==> src/rtl/mvau_defn.sv <==
// rtl/mvau_defn.sv - shared types and width helpers for the MVAU activation feeder
package mvau_defn;

    typedef enum logic {
        FILL  = 1'b0,
        REUSE = 1'b1
    } feed_state_e;

    function automatic int calc_ti(input int tsrci, input int simd);
        return tsrci * simd;
    endfunction

    // Weight address must span SF*NF entries, never narrower than one bit.
    function automatic int calc_wa(input int sf, input int nf);
        return (sf * nf > 1) ? $clog2(sf * nf) : 1;
    endfunction

    function automatic int cnt_w(input int n);
        return (n > 1) ? $clog2(n) : 1;
    endfunction

    localparam int TI_DEFAULT = calc_ti(4, 2);
    localparam int WA_DEFAULT = calc_wa(4, 3);

endpackage

==> src/rtl/mvau_feed_buf.sv <==
// rtl/mvau_feed_buf.sv - SF-deep activation buffer, one write port, async read port
module mvau_feed_buf
    import mvau_defn::*;
#(
    parameter int DEPTH = 4,
    parameter int WIDTH = 8,
    localparam int AW   = cnt_w(DEPTH)
) (
    input  logic             clk,
    input  logic             we,
    input  logic [AW-1:0]    waddr,
    input  logic [WIDTH-1:0] wdata,
    input  logic [AW-1:0]    raddr,
    output logic [WIDTH-1:0] rdata
);

    logic [WIDTH-1:0] mem [DEPTH];

    // No reset: entries are always rewritten during FILL before REUSE reads them.
    always_ff @(posedge clk) begin
        if (we) begin
            mem[waddr] <= wdata;
        end
    end

    assign rdata = mem[raddr];

endmodule

==> src/rtl/mvau_stream_feed.sv <==
// rtl/mvau_stream_feed.sv - activation feeder replaying each input vector NF times
module mvau_stream_feed
    import mvau_defn::*;
#(
    parameter int SIMD  = 2,
    parameter int TSrcI = 4,
    parameter int SF    = 4,
    parameter int NF    = 3,
    localparam int TI   = calc_ti(TSrcI, SIMD),
    localparam int WA   = calc_wa(SF, NF)
) (
    input  logic          clk,
    input  logic          rst,
    input  logic          in_v,
    input  logic [TI-1:0] in_act,
    output logic          in_rdy,
    input  logic          out_rdy,
    output logic [TI-1:0] out_act,
    output logic          do_mvau_stream,
    output logic          sf_clr,
    output logic          nf_clr,
    output logic [WA-1:0] wgt_addr
);

    localparam int SW = cnt_w(SF);
    localparam int NW = cnt_w(NF);

    feed_state_e    state_q, state_d;
    logic [SW-1:0]  sf_q;
    logic [NW-1:0]  nf_q;
    logic           issue;
    logic           sf_last;
    logic           nf_last;
    logic [TI-1:0]  buf_rdata;
    logic [WA-1:0]  beat_addr;

    assign sf_last   = (sf_q == SW'(SF - 1));
    assign nf_last   = (nf_q == NW'(NF - 1));
    assign beat_addr = WA'(nf_q) * WA'(SF) + WA'(sf_q);

    always_comb begin
        state_d = state_q;
        in_rdy  = 1'b0;
        issue   = 1'b0;
        case (state_q)
            FILL: begin
                in_rdy = out_rdy;
                issue  = in_v & out_rdy;
            end
            REUSE: begin
                issue = out_rdy;
            end
            default: state_d = FILL;
        endcase
        // With NF==1 nf_last is constant, so the FSM never leaves FILL.
        if (issue && sf_last) begin
            state_d = nf_last ? FILL : REUSE;
        end
    end

    always_ff @(posedge clk) begin
        if (rst) begin
            state_q <= FILL;
        end else begin
            state_q <= state_d;
        end
    end

    always_ff @(posedge clk) begin
        if (rst) begin
            sf_q           <= '0;
            nf_q           <= '0;
            do_mvau_stream <= 1'b0;
            sf_clr         <= 1'b0;
            nf_clr         <= 1'b0;
            out_act        <= '0;
            wgt_addr       <= '0;
        end else begin
            do_mvau_stream <= issue;
            sf_clr         <= issue & sf_last;
            nf_clr         <= issue & sf_last & nf_last;
            if (issue) begin
                out_act  <= (state_q == FILL) ? in_act : buf_rdata;
                wgt_addr <= beat_addr;
                sf_q     <= sf_last ? '0 : sf_q + 1'b1;
                if (sf_last) begin
                    nf_q <= nf_last ? '0 : nf_q + 1'b1;
                end
            end
        end
    end

    mvau_feed_buf #(
        .DEPTH (SF),
        .WIDTH (TI)
    ) u_buf (
        .clk   (clk),
        .we    (issue && (state_q == FILL) && (NF > 1)),
        .waddr (sf_q),
        .wdata (in_act),
        .raddr (sf_q),
        .rdata (buf_rdata)
    );

endmodule

==> config.mk <==
export PLATFORM = sky130hd
export DESIGN_NAME = mvau_stream_feed
export DESIGN_NICKNAME = d
export VERILOG_FILES = /design/src/rtl/mvau_defn.sv /design/src/rtl/mvau_feed_buf.sv /design/src/rtl/mvau_stream_feed.sv
export SDC_FILE = /design/constraint.sdc
export NUM_CORES = 1
export LEC_CHECK = 0
export BUFFER_PORTS_ARGS = -buffer_cell sky130_fd_sc_hd__buf_2
export CAP_MARGIN = 20
export CORE_MARGIN = 4
export CORE_UTILIZATION = 55
export CTS_BUF_LIST = sky130_fd_sc_hd__clkbuf_4
export CTS_CLUSTER_SIZE = 25
export DETAILED_ROUTE_END_ITERATION = 12
export GPL_ROUTABILITY_DRIVEN = 0
export PLACE_DENSITY_LB_ADDON = 0.15
export SLEW_MARGIN = 20
export SYNTH_ARGS = -nofsm -noshare
export SYNTH_HDL_FRONTEND = slang
export SYNTH_HIERARCHICAL = 1
export SYNTH_SLANG_ARGS = --single-unit
==> constraint.sdc <==
create_clock -name clk -period 5.4 [get_ports clk]
set_input_delay 1.08 -clock clk [delete_from_list [all_inputs] [get_ports clk]]
set_output_delay 1.08 -clock clk [all_outputs]
set_load 0.005 [all_outputs]
==> flow_results.org <==
** Drt
- Antenna-violating nets left :: 0
- Average vias per placed instance :: 5.580
- After detailed routing, the number of remaining DRC violations is 0.
- Initial DRT Pass Iterations :: 4
- DRT iter0 DRCs :: 51
- The routed layout has 1144 vias.
- In the final routed layout, each cell accounts on average for 16.69 um.
- Total wirelength of the detailed-routed design :: 3422 um

** Setup path
- For the worst flop-to-flop path, the logic depth is 4.
- Worst path cell trace :: buf_2, nor2b_1, buf_2
- The worst setup path is captured at an output pin.
- Register-to-register path setup slack :: 3.40 ns
- Delay of the slowest critical-path stage :: 0.16 ns
- Critical path origin :: out_rdy
- Broken down by cell family, the worst path's largest delay share belongs to buffers and inverters.
- Data arrival time of the worst path :: 1.50 ns
- The setup path with the least slack is of type input port to output pin.
- Along the worst path, the maximum fanout reaches 4.
- In this run the critical register-to-register path is launched from sf_q[0].
- Most prevalent standard cell on the critical path :: buf_2
- Worst endpoint required time :: 4.32 ns
- STA classifies the critical path startpoint as an input port.
- The worst register-to-register path ends at nf_q[1].
- Critical-path cell with the highest stage delay :: buf_2
- Critical path buffers and inverters :: 2

** Clocking
- Hold repair after CTS inserted 0 buffers.
- After clock tree synthesis, the setup repair step added 0 buffers.
- Clock latency on the worst-skew pair, taken at its later pin, is 0.35 ns.
- TritonCTS built the clock tree.
- The number of gates resized after CTS was 0.
- Root buf cell :: clkbuf_4
- Clock Path Buffers :: 2
- Clock Pin Slew Worst Setup and Hold Paths :: 0.13 ns
- In this run, CTS created clock tree buffers numbering 5.
- Number of clock sinks :: 52
- H-tree depth :: 2

** Worst hold path
- Depth of the worst hold-timing path :: 2
- Start point of the worst min-delay path :: wgt_addr[1]
- Path category of the worst min-delay check :: flop to flop
- For hold timing, the worst endpoint is wgt_addr[1].

** Timing
- Unrepaired setup endpoints after global routing :: no
- Derived from the worst setup path, the maximum achievable clock frequency is 388.0 MHz.
- Headroom to the max-slew limit came out at 0.4845.
- The max-slew violation total from the final report is 0.
- Clock Skew :: 0.009651 ns
- The hold violation total from the final report came to 0.
- Transition time at the pin with the least slew margin :: 0.7722 ns
- Final setup vio count :: 0
- Of the available clock period, the critical path in the final layout requires 0.4773.
- Counting I/O delays and the setup requirement, the final critical path takes 2.577 ns.
- Setup_tns :: 0 ns

** Power
- Clock power frac :: 0.259
- For this design the total switching power over the nets is 0.0001358 W.
- Switching share of power :: 0.2100
- The internal power of the cells totals 0.0005109 W.
- IR analysis of the VDD net gives a maximum drop of 0.2112 mV.
- Static leakage :: 0.7649 nW
- Of the total power, registers draw 0.678.
- Combinational cell fraction of total power :: 0.063
- Total power consumption of the routed design :: 0.0006467 W
- For this design the ratio of total power to cell area is 295.9 nW/um2.

** Synthesis
- Post-synthesis cell count :: 131
- After synthesis, the netlist uses 25 different library cells.
- A synthesized cell averages 15.06 um2.
- For this run, the register share of the synthesized area comes to 0.6899.
- Counting flops and latches in the post-synthesis netlist gives 52.
- Cell area after synthesis :: 1973 um2
- Counting every net in the synthesized netlist gives 144.
- Yosys printed 6 warnings.

** Cells and area
- Layout overhead on the synthesized area :: 10.78%
- Nets :: 171
- In the final layout, the share of cells above drive strength 1 is 0.2704.
- Most common library cell in the layout ignoring fill and taps :: edfxtp_1
- The layout has 256 filler cells.
- Leaving out filler cells and counting taps, the final layout contains 205.
- Commonest cells after routing, fill and taps aside :: edfxtp_1 (32), buf_2 (27), dfxtp_1 (20)
- Summing all flip-flop and latch instances after layout gives 1361 um2.
- The repair_antennas step left the layout with diodes totalling 0.
- Total area of multi-input combinational cells :: 575.6 um2
- For this run, the share of the core covered by cells in the final layout is 0.6449.

** GRT
- The initial antenna violation count came to 0.
- Grt total ovfl :: 0
- Number of global-route vias before repair :: 1106
- Largest net degree at the start of global routing :: 24
- The first global-routing pass estimated 5533 um of wire.
- Overall Global Routing Usage :: 0.1684

** Place
- Instance count after placement with tap cells included :: 197
- Number of buffers added on ports :: 27
- Placed wire-length estimate :: 2335 um

** Floorplan
- I/O pins :: 28
- The floorplan step defined a core boundary enclosing 3390 um2.
- Full die area :: 4610 um2
- Effective utilization at floorplan :: 0.5821
- Number of standard-cell rows in the floorplan :: 21
- From bottom edge to top edge, the die measures 67.90 um.
- Width of the die :: 67.90 um

** Run status
- Outcome :: finished, final reports clean

** Job
- Max cap viols :: 0
## logic make-up (layout without fill, tap and decap cells)
family	Yosys count	count (layout)	share of synthesized area
compound gates	21	21	0.06785
fa+ha+maj	1	1	0.006340
buf+inv	7	35	0.02093
flops	52	52	0.6899
mux	16	16	0.1319
simple gates	34	34	0.08308
## state kept, by name, summed over array words and instances (netlist names)
name,flops
out_act,8
u_buf/mem,32
sf_q,2
do_mvau_stream,1
sf_clr,1
state_q,1
wgt_addr,4
nf_clr,1
nf_q,2
## routing by layer
layer | vias up | share of wire | wire length [um] | track usage
li1 | 550 | - | - | -
met1 | 567 | 0.43 | 1458 | 0.2122
met2 | 23 | 0.51 | 1761 | 0.2831
met3 | 4 | 0.049 | 166 | 0.04269
met4 | 0 | 0.011 | 36 | 0.05955
met5 | - | 0 | 0 | 0
## Yosys cell counts
| master | instances | area share |
|---|---|---|
| o21ai_1 | 1 | 0.0025 |
| and3b_1 | 2 | 0.0089 |
| dfxtp_1 | 20 | 0.20 |
| mux4_2 | 8 | 0.091 |
| mux2i_1 | 8 | 0.041 |
| buf_4 | 1 | 0.0038 |
| o21a_1 | 1 | 0.0038 |
| nor3b_1 | 1 | 0.0038 |
| and3_1 | 1 | 0.0032 |
| or3_1 | 2 | 0.0063 |
| nor2_1 | 10 | 0.019 |
| and2_1 | 2 | 0.0063 |
| a311oi_1 | 1 | 0.0044 |
| buf_6 | 1 | 0.0057 |
| ha_1 | 1 | 0.0063 |
| a211oi_1 | 8 | 0.030 |
| clkbuf_1 | 2 | 0.0038 |
| edfxtp_1 | 32 | 0.49 |
| or3b_1 | 1 | 0.0044 |
| a21oi_1 | 9 | 0.023 |
| o211ai_1 | 1 | 0.0038 |
| buf_2 | 2 | 0.0051 |
| nor2b_1 | 2 | 0.0063 |
| clkbuf_2 | 1 | 0.0025 |
| nand2_1 | 13 | 0.025 |
## tightest hold or removal path: cells and delay by family, from the launching register on
kind,cells,cell delay [ns]
simple gates,1,0.05
flops,1,0.33
compound gates,1,0.05
## worst max path at each step
stage,end,slack (ns),cells past startpoint
2_1_floorplan,u_buf/mem[0][0],2.91,3
3_3_place_gp,u_buf/mem[0][5],2.59,4
3_5_place_dp,u_buf/mem[0][0],2.48,4
4_1_cts,in_rdy,2.82,3
5_1_grt,in_rdy,2.77,3
6_report,in_rdy,2.82,3
## cell type report
type	count	share of cell area
clock inverter	1	0.001717
sequential	52	0.6228
clock buffer	7	0.02404
tap	46	0.02633
timing repair buffer	27	0.06182
multi-input combinational	72	0.2633
## per-stage QoR
step | hold slack [ns] | cell area, um2 | setup WS, ns
2_1_floorplan | 0.4527 | 1973 | 2.913
3_3_place_gp | 0.4399 | 2125 | 2.593
3_5_place_dp | 0.4442 | 2125 | 2.480
4_1_cts | 0.4626 | 2181 | 2.817
5_1_grt | 0.4862 | 2186 | 2.771
6_report | 0.4616 | 2186 | 2.823
## power by group through the flow
stage	clock network (W)	logic (W)	registers (W)
final	0.000168	0.0000406	0.000438
after detailed placement	0	0.0000413	0.000448
after CTS	0.000172	0.0000413	0.000439
after global routing	0.000189	0.0000456	0.000440
after global placement	0	0.0000392	0.000447
after floorplan	0	0.0000273	0.000444
Note: power is estimated with default switching activity, not from simulation.
